## src/rtl/mux_arb_pkg.sv

```systemverilog
// Shared constants, state type and helpers for the 8-way packet-locked arbiter.
// Build option MUX_ARB_FIXED_PRIO_EN is consumed by rr_pick8 and mux8_rr_arbiter.
package mux_arb_pkg;

  localparam int N_REQ = 8;
  localparam int SEL_W = 3;

  typedef enum logic {IDLE, BUSY} arb_state_t;

  // Input must be one-hot or zero; zero maps to index 0.
  function automatic logic [SEL_W-1:0] onehot_to_idx(input logic [N_REQ-1:0] onehot);
    logic [SEL_W-1:0] idx;
    idx = '0;
    for (int k = 0; k < N_REQ; k++) begin
      if (onehot[k]) idx = idx | SEL_W'(k);
    end
    return idx;
  endfunction

endpackage

```

## src/rtl/mux8.sv

```systemverilog
// Plain 8:1 data multiplexer, WIDTH bits per lane; lane k sits at [k*WIDTH +: WIDTH].
module mux8 #(
  parameter int WIDTH = 8
) (
  input  logic [8*WIDTH-1:0] i_data,
  input  logic [2:0]         i_sel,
  output logic [WIDTH-1:0]   o_data
);

  assign o_data = i_data[i_sel*WIDTH +: WIDTH];

endmodule

```

## src/rtl/rr_pick8.sv

```systemverilog
// Rotating first-set-bit search over 8 requests, starting at ptr.
// With MUX_ARB_FIXED_PRIO_EN defined the scan always starts at requester 0.
module rr_pick8
  import mux_arb_pkg::*;
(
  input  logic [N_REQ-1:0] req,
  input  logic [SEL_W-1:0] ptr,
  output logic             found,
  output logic [SEL_W-1:0] idx
);

  logic [SEL_W-1:0] w_base;
  logic [N_REQ-1:0] w_rot;
  logic [N_REQ-1:0] w_low;

`ifdef MUX_ARB_FIXED_PRIO_EN
  assign w_base = '0;
`else
  assign w_base = ptr;
`endif

  // NOTE: every bit of w_rot is assigned on every pass, so no latch can be inferred.
  always_comb begin
    w_rot = '0;
    for (int k = 0; k < N_REQ; k++) begin
      w_rot[k] = req[SEL_W'(k) + w_base];
    end
  end

  // Isolate the lowest set bit of the rotated vector, then undo the rotation.
  assign w_low = w_rot & (~w_rot + N_REQ'(1));
  assign found = |req;
  assign idx   = onehot_to_idx(w_low) + w_base;

endmodule

```

## src/rtl/mux8_rr_arbiter.sv

```systemverilog
// Packet-locked round-robin arbiter sharing one stream between 8 requesters.
// Define MUX_ARB_FIXED_PRIO_EN for fixed priority (requester 0 highest).
module mux8_rr_arbiter
  import mux_arb_pkg::*;
#(
  parameter int DATA_WIDTH = 8,
  parameter int MAX_BURST  = 16
) (
  input  logic                        clk,
  input  logic                        rst,
  input  logic [N_REQ-1:0]            req_i,
  input  logic [N_REQ-1:0]            valid_i,
  input  logic [N_REQ-1:0]            last_i,
  input  logic [N_REQ*DATA_WIDTH-1:0] data_i,
  output logic [N_REQ-1:0]            ready_o,
  output logic [DATA_WIDTH-1:0]       data_o,
  output logic                        valid_o,
  output logic                        last_o,
  input  logic                        ready_i,
  output logic [N_REQ-1:0]            grant_o,
  output logic [SEL_W-1:0]            sel_o,
  output logic                        busy_o
);

  localparam int               CNT_W     = $clog2(MAX_BURST);
  localparam logic [CNT_W-1:0] LAST_BEAT = CNT_W'(MAX_BURST - 1);

  arb_state_t       r_state;
  logic [N_REQ-1:0] r_grant;
  logic [SEL_W-1:0] r_sel;
  logic [SEL_W-1:0] r_ptr;
  logic [CNT_W-1:0] r_beat_cnt;

  logic             w_found;
  logic [SEL_W-1:0] w_pick_idx;
  logic             w_busy;
  logic             w_live;
  logic             w_xfer;
  logic             w_release;

  rr_pick8 u_pick (
    .req   (req_i),
    .ptr   (r_ptr),
    .found (w_found),
    .idx   (w_pick_idx)
  );

  mux8 #(.WIDTH(DATA_WIDTH)) u_mux (
    .i_data (data_i),
    .i_sel  (r_sel),
    .o_data (data_o)
  );

  assign w_busy = (r_state == BUSY);
  // Reset kills the handshake in the same cycle so no beat slips through.
  assign w_live = w_busy & ~rst;

  assign valid_o = w_live & valid_i[r_sel];
  assign last_o  = w_live & last_i[r_sel];
  assign ready_o = (w_live & ready_i) ? r_grant : '0;

  assign w_xfer    = w_busy & valid_i[r_sel] & ready_i;
  assign w_release = w_busy & ((w_xfer & (last_i[r_sel] | (r_beat_cnt == LAST_BEAT)))
                             | (~w_xfer & ~req_i[r_sel]));

  assign grant_o = r_grant;
  assign sel_o   = r_sel;
  assign busy_o  = w_busy;

  // NOTE: all state updates use <= so every register samples pre-edge values.
  always_ff @(posedge clk) begin
    if (rst) begin
      r_state    <= IDLE;
      r_grant    <= '0;
      r_sel      <= '0;
      r_ptr      <= '0;
      r_beat_cnt <= '0;
    end else begin
      case (r_state)
        IDLE: begin
          if (w_found) begin
            r_state    <= BUSY;
            r_grant    <= N_REQ'(1) << w_pick_idx;
            r_sel      <= w_pick_idx;
            r_beat_cnt <= '0;
          end
        end
        BUSY: begin
          if (w_release) begin
            r_state    <= IDLE;
            r_grant    <= '0;
            r_beat_cnt <= '0;
`ifdef MUX_ARB_FIXED_PRIO_EN
            r_ptr      <= '0;
`else
            r_ptr      <= r_sel + SEL_W'(1);
`endif
          end else if (w_xfer) begin
            r_beat_cnt <= r_beat_cnt + CNT_W'(1);
          end
        end
        default: r_state <= IDLE;
      endcase
    end
  end

endmodule

```

## config.mk

```make
export PLATFORM = sky130hd
export DESIGN_NAME = mux8_rr_arbiter
export DESIGN_NICKNAME = d
export VERILOG_FILES = /design/src/rtl/mux_arb_pkg.sv /design/src/rtl/mux8.sv /design/src/rtl/rr_pick8.sv /design/src/rtl/mux8_rr_arbiter.sv
export SDC_FILE = /design/constraint.sdc
export NUM_CORES = 1
export LEC_CHECK = 0
export BUFFER_PORTS_ARGS = -buffer_cell sky130_fd_sc_hd__buf_4
export CAP_MARGIN = 10
export CORE_MARGIN = 4
export CORE_UTILIZATION = 45
export DETAILED_ROUTE_END_ITERATION = 8
export PLACE_DENSITY = 0.8
export RECOVER_POWER = 50
export SETUP_SLACK_MARGIN = 0.05
export SLEW_MARGIN = 0
export SYNTH_ARGS = -nofsm -noshare
export SYNTH_HDL_FRONTEND = slang
export SYNTH_HIERARCHICAL = 1
export SYNTH_SLANG_ARGS = --single-unit
```

## constraint.sdc

```tcl
create_clock -name clk -period 4.7 [get_ports clk]
set_input_delay 0.94 -clock clk [delete_from_list [all_inputs] [get_ports clk]]
set_output_delay 0.94 -clock clk [all_outputs]
set_load 0.01 [all_outputs]
```

==> results.sh, run 1 <==
export IMPL_worstHoldPathCells=1
export IMPL_rrSetupSlack_ns=0.61
export IMPL_die_h_um=79.7
export IMPL_worstPathMaxFanout=9
export IMPL_fin_crit_ns=4.09
export IMPL_critPathTopFamily="adder cells"
export IMPL_critPathBufInv=1
export IMPL_yosys_area_top_type_share_pct=23.8
export IMPL_htree_levels=1
export IMPL_nets=417
export IMPL_grt_pass1_vias=2334
export IMPL_cts_buffer_depth=2
export IMPL_gp_congestion=0.788
export IMPL_dp_hpwl_um=5480
export IMPL_syn_inst=208
export IMPL_yosysSeqAreaShare_pct=16.4
export IMPL_grt_pass1_wl_um=10800
export IMPL_holdCritPathClass="reg -> reg"
export IMPL_cp_start_kind="flop"
export IMPL_ant_nets=0
export IMPL_yosysUniqueCellTypes=45
export IMPL_rsz0062_at_grt="false"
export IMPL_reg2reg_depth=14
export IMPL_p_per_area_nw_per_um2=396
export IMPL_groute_usage_overall_pct=21.3
export IMPL_regToRegEndpoint="grant_o[5]"
export IMPL_worstHoldStart="grant_o[4]"
export IMPL_cp_arrival_ns=4.30
export IMPL_drc_errors=0
export IMPL_static_leakage_power_uw=0.00138
export IMPL_core_um2=4850
export IMPL_cp_common_cell="ha_1"
export IMPL_synth_nets=305
export IMPL_drv_cap=0
export IMPL_grt_max_degree=25
export IMPL_reg2reg_from="r_ptr[1]"
export IMPL_wl_per_cell_um=17.2
export IMPL_worstMarginPinSlew_ns=1.27
export IMPL_slew_headroom_pct=14.2
export IMPL_finalHoldViolCount=0
export IMPL_fp_row_count=25
export IMPL_fin_area_um2=3190
export IMPL_syn_avg_cell_area_um2=11.1
export IMPL_drt_pass1_iterations=4
export IMPL_min_to="grant_o[4]"
export IMPL_fmax_mhz=244
export IMPL_cts_made_buffers=3
export IMPL_yosys_top_cells_area="mux4_1, dfxtp_1, mux2i_1"
export IMPL_fp_dieArea_um2=6360
export IMPL_crit_chain="inv_1, ha_1, mux2i_1, mux4_2, a32o_1, nand4_1, a32oi_1, ha_1, fa_1, xor2_1, xnor2_1, nand3_1, nor2_1, o22a_1"
export IMPL_ys_flop_type="dfxtp_1"
export IMPL_synth_commonest_cells="mux2i_1, mux4_1, nor2_1"
export IMPL_dieWidth_um=79.7
export IMPL_path_class="reg -> reg"
export IMPL_drv_slew=0
export IMPL_finalCritPeriodShare_pct=87.1
export IMPL_layout_cells_non_filler=386
export IMPL_critPathRequiredTime_ns=4.90
export IMPL_slowest_stage="dfxtp_1"
export IMPL_diodes=0
export IMPL_async_reset_ff_share_pct=0
export IMPL_syn2layout_area_growth_pct=37.6
export IMPL_drtIter0Drc=57
export IMPL_fin_skew_ns=0.000838
export IMPL_post_synth_top_area_cell="mux4_1"
export IMPL_grt_overflow=0
export IMPL_ir_drop_mv=0.179
export IMPL_syn_area_um2=2310
export IMPL_place_area_um2=3210
export IMPL_tritoncts="done"
export IMPL_initial_core_util_pct=47.7
export IMPL_clk_latency_ns=0.25
export IMPL_wirelength_um=6620
export IMPL_routed_via_density=5.67
export IMPL_cts_setup_buffers=0
export IMPL_ctsResizeCount=0
export IMPL_clkTransAtPathRegs_ns=0.07
export IMPL_synth_most_common_cell="mux2i_1"
export IMPL_setup_tns_ns=0
export IMPL_synth_edf_count=0
export IMPL_final_setup_viol_count=0
export IMPL_grt_antenna_before_repair=0
export IMPL_yosysWarnings=6
export IMPL_via_count=2188
export IMPL_holdBufCountCts=0
export IMPL_drive_above_1_share_pct=42.9
export IMPL_outcome="completed"
export IMPL_io_pins=121
export IMPL_placedCellCount=382
export IMPL_cts_sinks=19
export IMPL_portBuffers=120
export IMPL_cpPeakStageDelay_ns=0.58
export IMPL_cts_root_buf="clkbuf_8"
export IMPL_endpoint_kind="flop"
export IMPL_ys_seq_elements=19
[layout make-up]
type | count | area, um2
well taps | 67 | 83.8
repair buffers | 122 | 867
fillers | 400 | 1660
inverters | 5 | 18.8
multi-input cells | 169 | 1790
clock buffers | 3 | 41.3
clock inverters | 1 | 5.00
flip-flops and latches | 19 | 380
[cells in the final DEF (no fill, tap or decap), types with 2 or more instances in the layout]
| cell type | count |
|---|---|
| o211ai_1 | 2 |
| nand3_1 | 2 |
| ha_1 | 5 |
| clkbuf_8 | 3 |
| mux2_2 | 10 |
| clkbuf_1 | 13 |
| xor2_1 | 2 |
| mux4_2 | 6 |
| and2_1 | 3 |
| a22o_1 | 4 |
| nand4_1 | 3 |
| a21oi_1 | 2 |
| nor2b_1 | 5 |
| nor4_1 | 2 |
| nor3_1 | 5 |
| nand2b_1 | 3 |
| a22oi_1 | 2 |
| a32o_1 | 2 |
| buf_4 | 109 |
| nor3b_1 | 2 |
| mux4_1 | 21 |
| dfxtp_1 | 19 |
| nor2_1 | 20 |
| a22oi_2 | 2 |
| and3_1 | 3 |
| mux2i_1 | 27 |
| and2_0 | 7 |
| nand2_1 | 10 |
| inv_1 | 5 |
| xnor2_1 | 5 |
[stage by stage]
| stage | worst slack [ns] | hold slack, ns | util [%] | total power, uW |
|---|---|---|---|---|
| CTS | 0.629 | 0.488 | 67.1 | 1300 |
| floorplan | 1.08 | 0.491 | - | 926 |
| global route | 0.364 | 0.516 | 65.7 | 1350 |
| finish | 0.607 | 0.483 | 65.7 | 1260 |
| detailed placement | 0.688 | 0.470 | 66.1 | 1180 |
| global placement | 0.836 | 0.479 | 66.1 | 1150 |
[per-layer routing]
layer | global-route usage (%) | share of wire, %
met1 | 24.4 | 38
met2 | 41.4 | 54
met3 | 4.06 | 7.5
met4 | 2.58 | 0.60
met5 | 0 | 0
[worst max-delay path by stage]
stage	startpoint	to	slack, ns	cells after the start
after floorplan	r_ptr[1]	grant_o[0]	1.08	15
after global placement	r_ptr[1]	grant_o[0]	0.84	13
after detailed placement	r_ptr[1]	grant_o[1]	0.69	13
after CTS	r_ptr[1]	grant_o[5]	0.63	14
after global routing	r_ptr[1]	grant_o[5]	0.36	14
final	r_ptr[1]	grant_o[5]	0.61	14
[flip-flops by register name, indices dropped and copies added (netlist names)]
name / count
grant_o: 8
busy_o: 1
sel_o: 3
r_ptr: 3
r_beat_cnt: 4
[logic make-up after synthesis]
logic type,Yosys count,synth area share (%)
and+or+nand+nor,67,14.9
adders and majority gates,6,3.57
muxes,65,46.9
AOI/OAI and AO/OA,24,10.1
buffers and inverters,20,5.51
DFF,19,16.4
xor gates and xnor gates,7,2.65
[where the power goes]
| part | internal, uW | switching [uW] | total, uW |
|---|---|---|---|
| Sequential | 194 | 79.2 | 273 |
| Combinational | 470 | 405 | 875 |
| Clock | 58.9 | 53.4 | 112 |
No activity file was read; power rests on OpenSTA's default activity.
==> inputs of run 2 (changes only) <==
--- a/config.mk
+++ b/config.mk
@@ -10,6 +10,7 @@
 export CORE_MARGIN = 4
 export CORE_UTILIZATION = 45
 export DETAILED_ROUTE_END_ITERATION = 8
+export GPL_ROUTABILITY_DRIVEN = 1
 export PLACE_DENSITY = 0.8
 export RECOVER_POWER = 50
 export SETUP_SLACK_MARGIN = 0.05
==> constraint.sdc (replaced) <==
create_clock -name clk -period 4.58 [get_ports clk]
set_input_delay 0.916 -clock clk [delete_from_list [all_inputs] [get_ports clk]]
set_output_delay 0.916 -clock clk [all_outputs]
set_load 0.01 [all_outputs]
==> run 2 against run 1 <==
  * Worst hold slack is essentially flat
  * Cell count unchanged
  * Sequential cell count is the same
  * Sequential power is 2% higher
  * Setup slack got worse by 0.13 ns
  * Register-to-register slack got worse by 0.13 ns
  * Power grew 2.1%
  * Routed wire length rose by 1.4%
  * Via count is 2.5% higher
  * Maximum frequency shrank 0.19%
  * Critical endpoint is now grant_o[1]
  * Largest cell class unchanged
==> results.sh, run 2 (synthesis gave the netlist of run 1 again) <==
export IMPL_wl_per_cell_um=17.4
export IMPL_holdBufCountCts=0
export IMPL_via_count=2243
export IMPL_io_pins=121
export IMPL_routed_via_density=5.81
export IMPL_finalHoldViolCount=0
export IMPL_cts_made_buffers=3
export IMPL_fin_crit_ns=4.10
export IMPL_grt_max_degree=25
export IMPL_drc_errors=0
export IMPL_endpoint_kind="flop"
export IMPL_portBuffers=120
export IMPL_p_per_area_nw_per_um2=404
export IMPL_die_h_um=79.7
export IMPL_slowest_stage="mux4_1"
export IMPL_grt_pass1_vias=2385
export IMPL_wirelength_um=6710
export IMPL_initial_core_util_pct=47.7
export IMPL_dieWidth_um=79.7
export IMPL_critPathRequiredTime_ns=4.72
export IMPL_fmax_mhz=244
export IMPL_grt_antenna_before_repair=0
export IMPL_drtIter0Drc=94
export IMPL_cpPeakStageDelay_ns=0.62
export IMPL_outcome="completed"
export IMPL_cp_start_kind="flop"
export IMPL_ant_nets=0
export IMPL_final_setup_viol_count=0
export IMPL_drt_pass1_iterations=4
export IMPL_fp_row_count=25
export IMPL_path_class="reg -> reg"
export IMPL_cp_arrival_ns=4.24
export IMPL_worstPathMaxFanout=9
export IMPL_fin_skew_ns=0.00244
export IMPL_diodes=0
export IMPL_htree_levels=1
export IMPL_drv_cap=0
export IMPL_core_um2=4850
export IMPL_nets=417
export IMPL_rsz0062_at_grt="false"
export IMPL_finalCritPeriodShare_pct=89.5
export IMPL_final_core_util_pct=65.7
export IMPL_grt_overflow=0
export IMPL_holdCritPathClass="reg -> reg"
export IMPL_cts_sinks=19
export IMPL_static_leakage_power_uw=0.00137
export IMPL_slew_headroom_pct=19.7
export IMPL_worstMarginPinSlew_ns=1.19
export IMPL_final_common_cell="buf_4"
export IMPL_groute_usage_overall_pct=21.5
export IMPL_final_cell_mix="buf_4, mux2i_1, mux4_1, nor2_1, dfxtp_1"
export IMPL_setup_tns_ns=0
export IMPL_ctsResizeCount=0
export IMPL_clkTransAtPathRegs_ns=0.07
export IMPL_tritoncts="done"
export IMPL_cts_setup_buffers=0
export IMPL_cp_common_cell="ha_1"
export IMPL_fp_dieArea_um2=6360
export IMPL_largest_reg_flops=8
export IMPL_cts_root_buf="clkbuf_8"
export IMPL_clk_latency_ns=0.25
export IMPL_grt_pass1_wl_um=10900
export IMPL_ir_drop_mv=0.178
export IMPL_drv_slew=0
export IMPL_syn2layout_area_growth_pct=37.6
export IMPL_holdWs_ns=0.483
export IMPL_drive_above_1_share_pct=42.6
export IMPL_cts_buffer_depth=2
export IMPL_gp_congestion=0.801
export IMPL_dp_hpwl_um=5700
export IMPL_crit_chain="inv_1, ha_1, mux4_1, mux2i_1, o21ai_2, nand4_1, a32oi_1, ha_1, fa_1, xor2_1, xnor2_1, nor2_1, a22o_1"
run 2: cell count changes in the layout (fill, tap and decap cells not counted):
| cell | previous run | this run |
|---|---|---|
| clkinv_2 | 1 | 0 |
| clkbuf_1 | 13 | 14 |
run 2: path summary, 6_finish.rpt:
kind	start	end	slack, ns	cells past startpoint
setup / recovery	r_ptr[1]	grant_o[1]	0.48	13
hold / removal	grant_o[4]	grant_o[4]	0.48	1
setup reg to reg	r_ptr[1]	grant_o[1]	0.48	13
hold reg to reg	grant_o[4]	grant_o[4]	0.48	1
run 2: layer usage:
metal | wire length (um) | GRT usage (%)
met5 | 0 | 0
met4 | 123 | 5.67
met3 | 613 | 5.53
met1 | 2360 | 22.2
met2 | 3620 | 42.1
run 2: critical path, delay by kind of cell (launching register included):
family                   cells  cell delay (ns)
AO/OA/AOI/OAI                3             0.44
buffers and inverters        1             0.09
flip-flops                   1             0.60
adder cells (fa/ha/maj)      3             1.12
XOR/XNOR                     2             0.62
AND/OR/NAND/NOR              2             0.23
multiplexers                 2             0.88
run 2: area by class of cell:
cell class / instances / area (um2)
multi-input combinational: 169 / 1790
fill: 436 / 1660
timing repair buffer: 122 / 867
sequential: 19 / 380
tap: 67 / 83.8
clock buffer: 4 / 45.0
inverter: 5 / 18.8
run 2: per-stage QoR:
step                      instance area (um2)  cells  total power [uW]  setup slack [ns]
after floorplan                          2310    208               951             0.961
after global placement                   3210    382              1180             0.710
after detailed placement                 3210    382              1210             0.553
after CTS                                3250    386              1330             0.540
after global routing                     3180    386              1390             0.216
final                                    3180    386              1290             0.480
run 2: power by group:
| part | internal, uW | switching (uW) | total [uW] |
|---|---|---|---|
| Clock | 61.7 | 50.8 | 112 |
| Sequential | 199 | 79.7 | 279 |
| Combinational | 482 | 414 | 896 |
| Total | 742 | 545 | 1290 |
